## src/rtl/cdb_arbiter.sv

```systemverilog
// Common-data-bus arbiter: grants one completed functional-unit result per cycle
// (fixed or rotating priority) and broadcasts it on a registered CDB.
module cdb_arbiter #(
    parameter int unsigned NUM_CH       = 4,
    parameter int unsigned DATA_WIDTH   = 32,
    parameter int unsigned ROB_IX_WIDTH = 3,
    parameter int unsigned ROUND_ROBIN  = 1
) (
    input  logic                           clk_in,
    input  logic                           rst_in,
    input  logic                           flush_in,
    input  logic [NUM_CH-1:0]              valid_in,
    input  logic [NUM_CH*ROB_IX_WIDTH-1:0] rob_ix_in,
    input  logic [NUM_CH*DATA_WIDTH-1:0]   value_in,
    input  logic [NUM_CH*DATA_WIDTH-1:0]   dest_in,
    output logic [NUM_CH-1:0]              read_out,
    output logic                           cdb_valid_out,
    output logic [ROB_IX_WIDTH-1:0]        cdb_rob_ix_out,
    output logic [DATA_WIDTH-1:0]          cdb_value_out,
    output logic [DATA_WIDTH-1:0]          cdb_dest_out
);

    localparam int unsigned IX_W = (NUM_CH > 1) ? $clog2(NUM_CH) : 1;
    localparam logic [IX_W-1:0] LAST_GRANT_RST = IX_W'(NUM_CH - 1);

    logic [IX_W-1:0]         last_grant;
    logic [NUM_CH-1:0]       eligible_c;
    logic                    grant_valid_c;
    logic [IX_W-1:0]         grant_ix_c;
    logic                    grant_c;
    logic [NUM_CH-1:0]       grant_onehot_c;
    logic [ROB_IX_WIDTH-1:0] sel_rob_ix_c;
    logic [DATA_WIDTH-1:0]   sel_value_c;
    logic [DATA_WIDTH-1:0]   sel_dest_c;

    // A channel whose read pulse is high this cycle may still hold valid; mask it.
    assign eligible_c = valid_in & ~read_out;

    // Priority search: lowest index first, or starting one past the last winner.
    always_comb begin : arb_select
        int unsigned     cand;
        logic [IX_W-1:0] cand_ix;
        grant_valid_c = 1'b0;
        grant_ix_c    = '0;
        cand          = 0;
        cand_ix       = '0;
        for (int unsigned i = 0; i < NUM_CH; i++) begin
            if (ROUND_ROBIN != 0) begin
                cand = (32'(last_grant) + 32'd1 + i) % NUM_CH;
            end else begin
                cand = i;
            end
            cand_ix = IX_W'(cand);
            if (!grant_valid_c && eligible_c[cand_ix]) begin
                grant_valid_c = 1'b1;
                grant_ix_c    = cand_ix;
            end
        end
    end

    assign grant_c        = grant_valid_c & ~flush_in;
    assign grant_onehot_c = NUM_CH'(1) << grant_ix_c;

    // Field mux for the winning channel.
    always_comb begin : field_select
        sel_rob_ix_c = '0;
        sel_value_c  = '0;
        sel_dest_c   = '0;
        for (int unsigned c = 0; c < NUM_CH; c++) begin
            if (IX_W'(c) == grant_ix_c) begin
                sel_rob_ix_c = rob_ix_in[c*ROB_IX_WIDTH +: ROB_IX_WIDTH];
                sel_value_c  = value_in[c*DATA_WIDTH +: DATA_WIDTH];
                sel_dest_c   = dest_in[c*DATA_WIDTH +: DATA_WIDTH];
            end
        end
    end

    // Registered CDB and read pulse; data holds while the bus is idle.
    always_ff @(posedge clk_in or posedge rst_in) begin
        if (rst_in) begin
            read_out       <= '0;
            cdb_valid_out  <= 1'b0;
            cdb_rob_ix_out <= '0;
            cdb_value_out  <= '0;
            cdb_dest_out   <= '0;
            last_grant     <= LAST_GRANT_RST;
        end else begin
            cdb_valid_out <= grant_c;
            read_out      <= grant_c ? grant_onehot_c : '0;
            if (grant_c) begin
                cdb_rob_ix_out <= sel_rob_ix_c;
                cdb_value_out  <= sel_value_c;
                cdb_dest_out   <= sel_dest_c;
                last_grant     <= grant_ix_c;
            end
        end
    end

endmodule

```

## config.mk

```make
export PLATFORM = sky130hd
export DESIGN_NAME = cdb_arbiter
export DESIGN_NICKNAME = d
export VERILOG_FILES = /design/src/rtl/cdb_arbiter.sv
export SDC_FILE = /design/constraint.sdc
export NUM_CORES = 1
export LEC_CHECK = 0
export CAP_MARGIN = 20
export CORE_AREA = 2 2 133 135
export CTS_BUF_LIST = sky130_fd_sc_hd__clkbuf_16
export CTS_CLUSTER_DIAMETER = 60
export DETAILED_ROUTE_END_ITERATION = 8
export DIE_AREA = 0 0 135 137
export PLACE_DENSITY = 0.67
export SYNTH_ARGS = -nofsm -noshare
export SYNTH_HDL_FRONTEND = slang
export SYNTH_SLANG_ARGS = --single-unit
```

## constraint.sdc

```tcl
create_clock -name clk_in -period 4.9 [get_ports clk_in]
set_input_delay 0.98 -clock clk_in [delete_from_list [all_inputs] [get_ports clk_in]]
set_output_delay 0.98 -clock clk_in [all_outputs]
set_load 0.01 [all_outputs]
```

## After elaboration in Yosys (flattened, before gate mapping)

Cells that the tools add are included.

- Flip-flop bits (word level): 74
- Output and inout port bits: 72
- Logic and storage cells: 58
- Bits of input ports: 275

- Multiplexer cells: 29
- Equality and inequality tests: 3
- $lt $le $gt $ge: 4
- Shift operators: 1
- Reductions and logical operators: 7
- Bitwise operators: 4
- Add/subtract/negate cells: 4

Operators by type and width:

| kind | count |
|---|---|
| $mux W32 | 8 |
| $lt A2 B3 Y1 const B | 4 |
| $mux W3 | 4 |
| $bmux W1 S2 | 4 |
| $mux W1 | 8 |
| $mux W2 | 4 |
| $add A2 B1 Y2 const B | 2 |
| $add A2 B2 Y2 const B | 2 |
| $and A4 B4 Y4 | 1 |
| $eq A2 B2 Y1 const A | 2 |
| $mux W4 | 1 |
| $not A4 Y4 | 1 |
| $shl A1 B2 Y4 const A | 1 |
| $logic_and A1 B1 Y1 | 3 |
| $logic_not A1 Y1 | 3 |
| $eq A1 B2 Y1 const A | 1 |
| $logic_not A2 Y1 | 1 |
| $and A1 B1 Y1 | 1 |
| $not A1 Y1 | 1 |

## Longest topological paths before layout

- Depth after elaboration: 19
- Depth in mapped cells: 7
- Gate-level depth less buffers: 5

## Worst setup path after synthesis

OpenSTA, ideal clock, no wires.

- Kind: input to register
- Start: input port valid_in[0]
- End: register cdb_value_out[15]
- Arrival: 2195 ps
- Required time: 4758 ps
- Buffers on the path: 2
- Path slack: 2562 ps
- Stages on the path: 7
- Setup time: 142 ps
- Cells stage by stage: nor2b_4 -> and2_4 -> o311ai_4 -> buf_12 -> buf_12 -> mux2i_1 -> o221ai_1

- Longest elaborated chain between the ends: 18
- Elaborated cells on any way between the ends: 32
- Those cells by class: 3 x eq/ne; 20 x mux; 2 x bitwise; 7 x reduce/logical

RTL lines:

| what | line | source |
|---|---|---|
| start: declaration | 12 | `input logic [NUM_CH-1:0] valid_in,` |
| $and A4 B4 Y4 (*) | 37 | `assign eligible_c = valid_in & ~read_out;` |
| $bmux W1 S2 | 54 | `if (!grant_valid_c && eligible_c[cand_ix]) begin` |
| $mux W1 (not written as such) | 54 |  |
| $mux W1 | 54 |  |
| $logic_not A1 Y1 | 54 |  |
| $logic_and A1 B1 Y1 | 54 |  |
| $mux W1 | 54 |  |
| $logic_not A1 Y1 | 54 |  |
| $logic_and A1 B1 Y1 | 54 |  |
| $mux W1 | 54 |  |
| $logic_not A1 Y1 | 54 |  |
| $logic_and A1 B1 Y1 | 54 |  |
| $mux W2 | 54 |  |
| $logic_not A2 Y1 | 70 | `if (IX_W'(c) == grant_ix_c) begin` |
| $mux W32 (4 in a row) | 70 |  |
| end signal: assignment | 92 | `cdb_value_out <= sel_value_c;` |
| end: declaration | 19 | `output logic [DATA_WIDTH-1:0] cdb_value_out,` |

Every way passes the cells marked *; elsewhere a longest branch is shown, timed or not. The select of a mux whose other input is x is not followed.
A chain may end at the register's enable or synchronous reset.

## Worst setup path after layout

- Start: input port valid_in[1]
- End: register cdb_dest_out[5]

- Longest elaborated chain between the ends: 18
- Elaborated cells on any way between the ends: 32
- Those cells by class: 3 x eq/ne; 20 x mux; 2 x bitwise; 7 x reduce/logical

RTL lines:

| what | line | source |
|---|---|---|
| $and A4 B4 Y4 (*) | 37 |  |
| $bmux W1 S2 | 54 |  |
| $mux W1 (not written as such) | 54 |  |
| $mux W1 | 54 |  |
| $logic_not A1 Y1 | 54 |  |
| $logic_and A1 B1 Y1 | 54 |  |
| $mux W1 | 54 |  |
| $logic_not A1 Y1 | 54 |  |
| $logic_and A1 B1 Y1 | 54 |  |
| $mux W1 | 54 |  |
| $logic_not A1 Y1 | 54 |  |
| $logic_and A1 B1 Y1 | 54 |  |
| $mux W2 | 54 |  |
| $logic_not A2 Y1 | 70 |  |
| $mux W32 (4 in a row) | 70 |  |
| end signal: assignment | 93 | `cdb_dest_out <= sel_dest_c;` |
| end: declaration | 20 | `output logic [DATA_WIDTH-1:0] cdb_dest_out` |

Marked as above.

==> flow_summary.toml <==
[critical_path]
worst-path-buf-inv = 2
crit_path_end_kind = "flop"
crit_type = "primary input to flop"
worstPathArrival_ps = 3520
timing.critical_path.required_ps = 5120
worst_path_largest_cell_delay_ps = 670
crit_path_start_kind = "primary input"
path_cells = "clkdlybuf4s50_1, nor2b_4, nor2_1, nor3_1, nand3_2, buf_4, o221ai_1"
path_delay_family = "simple AND/OR/NAND/NOR gates"
critical_path_source = "valid_in[1]"
cp_max_fo = 36
regToRegStartpoint = "read_out[1]"
cpMaxStageDelayCell = "nand3_2"
r2r_setup_slack_ps = 2340

[die]
floorplan.initialDensity_pct = 27.22
io-pin-count = 347
floorplan.rows = 48
fp.dieH_um = 137
dieArea_sq_um = 18500
core_region_area_sq_um = 17060
fp.dieW_um = 135

[place]
io_buffers = 346
finalWeightedCongestion = 0.7720
dpl.hpwl_um = 13750

[drt]
wire_per_inst_um = 17.79
totalWireLength_um = 17260
detailroute.via_count = 4678
drc = 0
ant_nets = 0
post_drt_via_cell_ratio = 4.823
drt_pre_antenna_iters = 4
drt_iter0_markers = 148

[grt]
initial_antenna_violation_count = 0
grt_start_max_net_pins = 69
globalRouteOverflowTotal = 0
number_of_global_route_vias_before_repair = 5050
grt_util_all_layers_pct = 18.43
wire_length_of_the_first_global_routing_pass_um = 26520

[sta]
finalCriticalPeriod_ps = 3297
report.final.setup_viol = 0
finalMaxSlewViolations = 0
grt_setup_unrepaired = "no"
clock.fmax_mhz = 303.3
final_min_period_over_clock_period_pct = 67.29
finalHoldWorstSlack_ps = 483.3
max_slew_margin_pct = 37.14
timing_hold_violations_final = 0
clock-skew-final_ps = 6.066
worst-slew-pin-transition_ps = 940.5
setup-tns-final_ps = 0

[pwr]
total_switching_power_w = 0.001482
power.switching_fraction_pct = 36.40
totalPowerFinal_w = 0.004071
power_share_of_the_clock_group_pct = 16.9
power_per_cell_area_nw_per_um2 = 483.4
static-leakage-power_nw = 3.600
seqPwrFrac_pct = 26.3
p_int_w = 0.002589
peakVddDrop_mv = 0.2313
power.combinational.fraction_pct = 56.8

[clock_tree]
clk_transition_reported_paths_ps = 60
cts_hold_repair.buffers = 0
ctsHtreeMaxLevel = 3
cts.sink_count = 74
cts_setup_buffers = 0
clockRootBuffer = "clkbuf_16"
clock_tree_from_tritoncts = "yes"
clk_path_buf_depth = 2
cts-buffers-inserted = 9
post_cts.resized_instances = 0
clock_insertion_delay_worst_skew_ps = 330

[flow_run]
count_of_maximum_capacitance_violations = 0

[yosys]
netlist_instances = 413
ys_seq_elements = 74
synth.avg_cell_area_sq_um = 11.24
synth_cell_type_count = 27
syn_nets = 688
yosysSeqAreaShare_pct = 39.94
synth_warnings = 0
synth.cell_area_sq_um = 4643

[status]
outcome = "complete, no violations"

[finish]
most-common-layout-cells = "clkdlybuf4s50_1 (346), mux2i_1 (134), dfrtp_1 (72)"
nNetsFinal = 1015
drive_above_1_share_pct = 4.430
mostFrequentLayoutCell = "clkdlybuf4s50_1"
area_growth_pct = 81.35
n_antenna_cell = 0

[min_path]
hold_removal_path_class = "flop to flop"
min_from = "cdb_dest_out[6]"
==> state kept, by name, summed over array words and instances (netlist names) <==
| register | cells |
|---|---|
| cdb_dest_out | 32 |
| cdb_rob_ix_out | 3 |
| cdb_valid_out | 1 |
| cdb_value_out | 32 |
| last_grant | 2 |
| read_out | 4 |
==> power groups by stage <==
stage          Combinational, W  Clock, W  Sequential, W
2_1_floorplan           0.00138         0        0.00118
3_3_place_gp            0.00229         0        0.00107
3_5_place_dp            0.00234         0        0.00108
4_1_cts                 0.00234  0.000712        0.00107
5_1_grt                 0.00249  0.000744        0.00111
6_report                0.00231  0.000688        0.00107
==> Yosys cell counts <==
| cell type | instances | area (sq um) |
|---|---|---|
| mux2_2 | 1 | 11.26 |
| inv_1 | 3 | 11.26 |
| dfstp_2 | 2 | 52.55 |
| a21oi_1 | 1 | 5.000 |
| o21ai_1 | 1 | 5.000 |
| nor2_1 | 5 | 18.77 |
| o311ai_4 | 1 | 26.28 |
| a211oi_1 | 1 | 7.510 |
| buf_2 | 10 | 50.05 |
| nor2b_1 | 5 | 31.28 |
| nand2b_1 | 2 | 12.51 |
| o21bai_1 | 1 | 7.510 |
| buf_6 | 1 | 11.26 |
| nand3_2 | 1 | 10.01 |
| and2_4 | 1 | 8.760 |
| and2b_1 | 1 | 7.510 |
| o221ai_1 | 68 | 595.6 |
| clkbuf_1 | 13 | 48.80 |
| a22oi_2 | 1 | 12.51 |
| bufbuf_8 | 1 | 18.77 |
| nor2b_4 | 2 | 27.53 |
| nand2_1 | 70 | 262.8 |
| nor3_1 | 2 | 10.01 |
| dfrtp_1 | 72 | 1802 |
| buf_12 | 12 | 240.2 |
| a21o_1 | 1 | 7.510 |
| mux2i_1 | 134 | 1341 |
==> logic make-up after synthesis <==
group,synth area share (%)
compound gates,14.36
buf+inv,8.192
flops,39.94
mux,29.13
simple gates,8.381
==> metrics by stage <==
step                      setup slack [ps]  instance area, sq um  util [%]  instances
after global routing                  1414                  8421     49.37        970
after detailed placement              1217                  8110     47.55        954
after global placement                1354                  8110     47.55        954
final                                 1603                  8421     49.37        970
after floorplan                       2042                  4643         -        413
after CTS                             1601                  8421     49.37        970
==> layer usage <==
| layer | vias up | track usage, % | share of wire [%] |
|---|---|---|---|
| li1 | 2222 | - | - |
| met1 | 2197 | 19.81 | 37 |
| met2 | 230 | 33.25 | 51 |
| met3 | 29 | 6.259 | 10 |
| met4 | 0 | 7.407 | 2.5 |
| met5 | - | 0 | 0 |
==> final cells by class <==
cell class | count | area [sq um]
inverters | 3 | 12.51
fillers | 1545 | 8636
multi-input cells | 299 | 2421
well taps | 225 | 281.5
clock inverters | 7 | 85.08
clock buffers | 9 | 225.2
repair buffers | 353 | 3541
flip-flops and latches | 74 | 1854
==> tightest hold or removal path: cells and delay by family (launching register included) <==
family / cells / cell delay (ps)
flops: 1 / 330
compound gates: 1 / 60
simple gates: 1 / 50
==> path summary, 6_finish.rpt <==
kind                       cells after the start               to
setup / recovery                               7  cdb_dest_out[5]
hold / removal                                 2  cdb_dest_out[6]
setup reg to reg                               6  cdb_dest_out[5]
hold reg to reg                                2  cdb_dest_out[6]
max in group asynchronous                      3    last_grant[1]
min in group asynchronous                      2  cdb_dest_out[6]
Note: power is estimated with default switching activity, not from simulation.
